$ cat src/rtl/pc_redirect_ctrl.sv
// pc_redirect_ctrl: sequences PC write/redirect and pipeline flushes for branches, FENCE drains and ECALL/EBREAK halts.
module pc_redirect_ctrl #(
  parameter int FLUSH_CYCLES = 1,
  parameter int DRAIN_CYCLES = 2
) (
  input  logic        clk,
  input  logic        rst,
  input  logic        ex_valid,
  input  logic        ex_branch,
  input  logic [1:0]  ex_sys_kind,
  input  logic [31:0] ex_pc,
  input  logic [31:0] ex_target,
  input  logic        mem_stall,
  input  logic        resume,
  input  logic [31:0] resume_pc,
  output logic        pc_we,
  output logic        pc_redirect,
  output logic [31:0] redirect_pc,
  output logic        flush_ifid,
  output logic        flush_idex,
  output logic        halted,
  output logic [1:0]  state
);
  typedef enum logic [1:0] {RUN = 2'b00, FLUSH = 2'b01, DRAIN = 2'b10, HALT = 2'b11} st_t;
  st_t         cur, nxt;
  logic [2:0]  cnt, cnt_n;
  logic [31:0] saved_pc, saved_pc_n;
  logic [1:0]  saved_kind, saved_kind_n;
  logic        we, rd, fl;
  logic [31:0] rpc;
  always_ff @(posedge clk or negedge rst) begin
    if (!rst) begin
      cur        <= RUN;
      cnt        <= '0;
      saved_pc   <= '0;
      saved_kind <= '0;
    end else begin
      cur        <= nxt;
      cnt        <= cnt_n;
      saved_pc   <= saved_pc_n;
      saved_kind <= saved_kind_n;
    end
  end
  // a stalled cycle keeps every default: no writes, no flush, state held
  always_comb begin
    nxt          = cur;
    cnt_n        = cnt;
    saved_pc_n   = saved_pc;
    saved_kind_n = saved_kind;
    we           = 1'b0;
    rd           = 1'b0;
    rpc          = '0;
    fl           = 1'b0;
    if (!mem_stall) begin
      case (cur)
        RUN: begin
          we = 1'b1;
          if (ex_valid && |ex_sys_kind) begin
            we           = 1'b0;
            fl           = 1'b1;
            saved_pc_n   = ex_pc;
            saved_kind_n = ex_sys_kind;
            cnt_n        = 3'(DRAIN_CYCLES - 1);
            nxt          = DRAIN;
          end else if (ex_valid && ex_branch) begin
            rd  = 1'b1;
            rpc = ex_target;
            fl  = 1'b1;
            if (FLUSH_CYCLES > 0) begin
              cnt_n = 3'(FLUSH_CYCLES - 1);
              nxt   = FLUSH;
            end
          end
        end
        FLUSH: begin
          we    = 1'b1;
          fl    = 1'b1;
          nxt   = cnt == 3'd0 ? RUN : FLUSH;
          cnt_n = cnt == 3'd0 ? cnt : cnt - 3'd1;
        end
        DRAIN: begin
          fl = 1'b1;
          if (cnt != 3'd0) cnt_n = cnt - 3'd1;
          else if (saved_kind == 2'b10) begin
            we  = 1'b1;
            rd  = 1'b1;
            rpc = saved_pc + 32'd4;
            nxt = RUN;
          end else nxt = HALT;
        end
        HALT: begin
          fl = 1'b1;
          if (resume) begin
            we  = 1'b1;
            rd  = 1'b1;
            rpc = resume_pc;
            nxt = RUN;
          end
        end
        default: nxt = RUN;
      endcase
    end
  end
  assign pc_we       = rst & we;
  assign pc_redirect = rst & rd;
  assign redirect_pc = rst ? rpc : '0;
  assign flush_ifid  = rst & fl;
  assign flush_idex  = rst & fl;
  assign halted      = cur == HALT;
  assign state       = cur;
  a_redir_we: assert property (@(posedge clk) pc_redirect |-> pc_we);
  a_halt_st:  assert property (@(posedge clk) halted |-> state == HALT);
endmodule

$ cat config.mk
export PLATFORM = sky130hd
export DESIGN_NAME = pc_redirect_ctrl
export DESIGN_NICKNAME = d
export VERILOG_FILES = /design/src/rtl/pc_redirect_ctrl.sv
export SDC_FILE = /design/constraint.sdc
export NUM_CORES = 1
export LEC_CHECK = 0
export CAP_MARGIN = 20
export CORE_MARGIN = 3
export CORE_UTILIZATION = 42
export DETAILED_ROUTE_END_ITERATION = 7
export MAX_ROUTING_LAYER = met4
export PLACE_DENSITY = 0.83
export SYNTH_ARGS = -nofsm -noshare
export SYNTH_HDL_FRONTEND = slang
export SYNTH_SLANG_ARGS = --single-unit
$ cat constraint.sdc
create_clock -name clk -period 3.75 [get_ports clk]
set_input_delay 0.75 -clock clk [delete_from_list [all_inputs] [get_ports clk]]
set_output_delay 0.75 -clock clk [all_outputs]
set_load 0.005 [all_outputs]
; ---- After elaboration in Yosys (flattened, before gate mapping)
; Index checks and enable logic that the tools add are counted.
[totals]
regBits = 39
latch_bits = 0
mem_bits_rw = 0
mem_bits_ro = 0
input_bits = 104
output_inout_bits = 39
wordCells = 63
memories = 0
[op_classes]
add_sub_neg = 2
n_mul = 0
div_mod_pow = 0
magnitude_cmp = 0
eq_ne = 9
n_shift = 0
mux = 33
bitwise_logic = 4
reduce_logical = 11
[op_table]
columns = op, count
row1 = two-way mux 32 bit, 7
row2 = case mux 32 bit (3 select lines), 1
row3 = "adder 32 x 3 -> 32 bit, second input constant", 1
row4 = two-way mux 3 bit, 4
row5 = two-way mux 1 bit, 11
row6 = two-way mux 2 bit, 5
row7 = case mux 3 bit (3 select lines), 1
row8 = "!= test 2 bit, second input constant", 4
row9 = case mux 2 bit (4 select lines), 1
row10 = "== test 2 bit, second input constant", 3
row11 = nonzero test 3 bit, 2
row12 = AND reduction 5 bit, 1
row13 = case mux 1 bit (4 select lines), 1
row14 = AND reduction 4 bit, 1
row15 = AND 1 bit, 3
row16 = logical NOT 3 bit, 1
row17 = "!= test 3 bit, second input constant", 1
row18 = case mux 1 bit (3 select lines), 1
row19 = AND reduction 3 bit, 1
row20 = OR reduction 3 bit, 1
row21 = "subtractor 3 x 1 -> 3 bit, second input constant", 1
row22 = "== test 2 x 1 -> 1 bit, second input constant", 1
row23 = logical AND 1 bit, 2
row24 = logical NOT 2 bit, 1
row25 = 3 further kinds, 3

; ---- Logic depth before layout (Yosys ltp)
[logic_depth]
word_depth = 6
mapped_depth = 9
depth_no_buf = 6

; ---- Worst setup path after synthesis
; No wires, ideal clock.
[synth_path]
path_kind = input -> output
from = input port mem_stall
to = output port redirect_pc[24]
arrival_time_ps = 2432
required_ps = 3000
slack_ps = 568
stages = 7
n_path_buf = 3
path_cell_list = or3b_1 buf_2 or3_1 buf_6 buf_6 or4b_1 nand3_1
[synth_between]
elab_chain_cells = 2
[synth_lines]
columns = element, line
row1 = "start, declared", 13  ; input logic mem_stall,
row2 = two-way mux 32 bit, 54  ; if (!mem_stall) begin
row3 = two-way mux 32 bit, 106  ; assign redirect_pc = rst ? rpc : '0;
row4 = "end, declared", 18  ; output logic [31:0] redirect_pc,
; Every way passes these cells.

; ---- Worst setup path in the final report
[layout_path]
from = register saved_pc[2]
to = output port redirect_pc[30]
[layout_between]
elab_chain_cells = 6
[layout_lines]
columns = element, line
row1 = "start, declared", 27  ; logic [31:0] saved_pc, saved_pc_n;
row2 = "start signal, assigned", 40  ; saved_pc <= saved_pc_n;
row3 = adder 32 x 3 -> 32 bit, 87  ; rpc = saved_pc + 32'd4;
row4 = two-way mux 32 bit, 84  ; else if (saved_kind == 2'b10) begin
row5 = two-way mux 32 bit, 83  ; if (cnt != 3'd0) cnt_n = cnt - 3'd1;
row6 = case mux 32 bit (3 select lines), 55  ; case (cur)
row7 = two-way mux 32 bit, 54
row8 = two-way mux 32 bit, 106
; Every way passes these cells.

==> results.ini <==
[yosys]
synthCells=338
synthTopCellsByArea=dfrtp_1 33%, mux2_2 12%, o211ai_1 4.8%
synth.top_cells.by_count=39 x dfrtp_1, 31 x mux2_2, 24 x nand2_1
yosysTopAreaCell=dfrtp_1
yosysWarnings=0
ys_types=50
synth_nets=449
synth_top_area_share_pct=32.5
yosysSeqAreaShare_pct=32.5
syn_area_per_cell_um2=8.88
async_reset_ff_share_pct=100
synth.most_common_cell=dfrtp_1
ys_ff_latch=39
synthFlopType=dfrtp_1
synth_edf_count=0
synth_area_mm2=0.00300

[hold_path]
hold_class=reg -> reg

[worst_setup_path]
critical-path-top-delay-family=simple AND/OR/NAND/NOR gates
crit_path_max_fanout=14
critPathKind=reg -> out
slowest_delay_ps=760
start_kind=flop
critPathCaptureType=output port
crit_required_ps=3000
crit_path_cell_trace=ha_1 -> nand4_1 -> or4_1 -> or4_1 -> o211ai_1 -> dlygate4sd2_1
slowest_stage=or4_1
cp_common_cell=or4_1
arrival_ps=2820
cp.buffers_inverters=1

[drt]
routed_via_density=5.93
vias=3461
ant_nets=0
wire_per_inst_um=17.9
met3_length_um=724
wl_met2_mm=5.09
drc=0
top_layer=met4
wl_met1_mm=4.36
postRouteWirelength_mm=10.5
drt_iter0_markers=218
drt_first_pass_iters=5

[die]
start_util_pct=43.7
fp.dieH_um=90.5
core_mm2=0.00687
die_w_um=90.5
die_area_mm2=0.00820
io_pins=143
num_rows=30

[global_route]
grt_pass1_wl_mm=17.3
antenna_found_initial=0
grt_pass1_vias=3592
grt_max_degree=41
gr-usage-all-layers_pct=26.4
grt_overflow=0

[power_and_ir_drop]
switching_share_pct=39.0
internal_power_mw=1.30
ir_drop_mv=0.256
power_frac_comb_pct=45.0
seq_power_share_pct=41.6
powerDensity_mw_per_mm2=447
p_sw_mw=0.831
pwr-share-clk_pct=13.4
leakagePower_nw=1.80

[timing]
holdWs_ps=519
period_needed_ps=3570
relSlewSlack_pct=63.5
tightestPinTransition_ps=547
clock_skew_ps=5.03
setup_tns_ps=0
final-setup-viol-count=0
rsz0062_at_grt=false
slew_violations=0
fmax_mhz=280
post-route-period-util_pct=95.2
finalHoldViolCount=0

[finish]
nets=599
num-fill-cells=549
antenna_cells_inserted=0
syn_to_final_growth_pct=59.1
layout-drive-gt1-share_pct=15.2
final_cells=584

[clocking]
clockBufferDepth=2
cts_sinks=39
cts_root_buf=clkbuf_8
cts_tree=yes
holdBufCountCts=0
cts_max_level=2
clkTransAtPathRegs_ps=70
insertion_delay_ps=290
numCtsBuffers=5

[placement]
dpl.hpwl_mm=7.88
gp_congestion=0.883
io_buffers=142
dp_cells=573

[job]
max-cap-violations=0

[run_status]
status=finished, final reports clean

[cell type report]
type | count | area, µm² | share of cell area, %
Multi-Input combinational cell | 265 | 1920 | 40.3
Timing Repair Buffer | 167 | 1630 | 34.1
Sequential cell | 39 | 976 | 20.4
Tap cell | 96 | 120 | 2.52
Clock buffer | 6 | 82.6 | 1.73
Inverter | 10 | 37.5 | 0.786
Clock inverter | 1 | 5.00 | 0.105
[state kept, by name (all words and copies together), names as in the netlist]
name and count:
saved_pc 32, cnt 3, state 2, saved_kind 2
[power by group through the flow]
stage / Sequential, mW / Clock [mW] / Combinational [mW]
after CTS: 0.876 / 0.293 / 0.959
after global placement: 0.860 / 0 / 0.912
final: 0.887 / 0.286 / 0.959
after detailed placement: 0.881 / 0 / 0.945
after floorplan: 0.804 / 0 / 0.608
after global routing: 0.917 / 0.320 / 1.06
[worst register-to-register path: stages, from the launching register on]
cell and delay [ps]:
dfrtp_1 390, buf_4 150, inv_1 70, ha_1 270
o211ai_1 240, nor2_4 490, buf_12 240, mux2_2 360
[stage by stage]
| stage | cell area, µm² | setup WS (ps) | total power [mW] | util, % |
|---|---|---|---|---|
| floorplan | 3000 | 568 | 1.41 | - |
| global placement | 4630 | -322 | 1.77 | 67.3 |
| detailed placement | 4630 | -334 | 1.83 | 67.3 |
| CTS | 4750 | 1.85 | 2.13 | 69.1 |
| global route | 4770 | 0.231 | 2.29 | 69.5 |
| finish | 4770 | 180 | 2.13 | 69.5 |
[layout by cell type, fill, tap and decap left out, types with 10 or more instances in the layout]
master	Yosys	final
nor3_1	12	11
o21ai_0	13	13
nand2_1	24	24
dlygate4sd2_1	0	11
clkdlybuf4s50_1	0	126
mux2_2	31	31
dfrtp_1	39	39
nor2_1	11	10
nand3_1	23	23
or4_1	15	15
inv_1	10	10
o211ai_1	19	19
buf_4	1	21
a22oi_1	18	18
[worst paths after layout]
kind                                         start                        to  slack [ps]  cells past startpoint
max in group asynchronous                      rst  saved_pc[21]$_DFFE_PN0P_        2830                      2
min in group asynchronous                      rst   saved_pc[0]$_DFFE_PN0P_         560                      2
max reg2reg                   state[0]$_DFFE_PN0P_   saved_pc[3]$_DFFE_PN0P_        1440                      7
min                        saved_pc[0]$_DFFE_PN0P_   saved_pc[0]$_DFFE_PN0P_         520                      1
max                        saved_pc[2]$_DFFE_PN0P_           redirect_pc[30]         180                      6
min reg2reg                saved_pc[0]$_DFFE_PN0P_   saved_pc[0]$_DFFE_PN0P_         520                      1
[logic make-up after synthesis]
group | Yosys count | share of synthesized area, %
flip-flops | 39 | 32.5
buffers and inverters | 35 | 5.09
multiplexers | 32 | 12.0
AND/OR/NAND/NOR | 124 | 23.0
AO/OA/AOI/OAI | 92 | 21.9
adder cells (fa/ha/maj) | 7 | 2.92
XOR/XNOR | 9 | 2.63
[metal layers]
metal | vias to the layer above | track usage [%]
met5 | - | -
li1 | 1613 | -
met1 | 1659 | 32.2
met3 | 29 | 5.50
met2 | 160 | 42.7
met4 | 0 | 10.8
[timing repair]
item / 4_1_cts / 5_1_grt
pin swaps: 1 / 1
endpoints found under the setup margin: 20 / 7
setup buffers: 2 / 1
gates resized for setup: 18 / 6
cloned: 1 / 0
(Power assumes the default switching activity.)
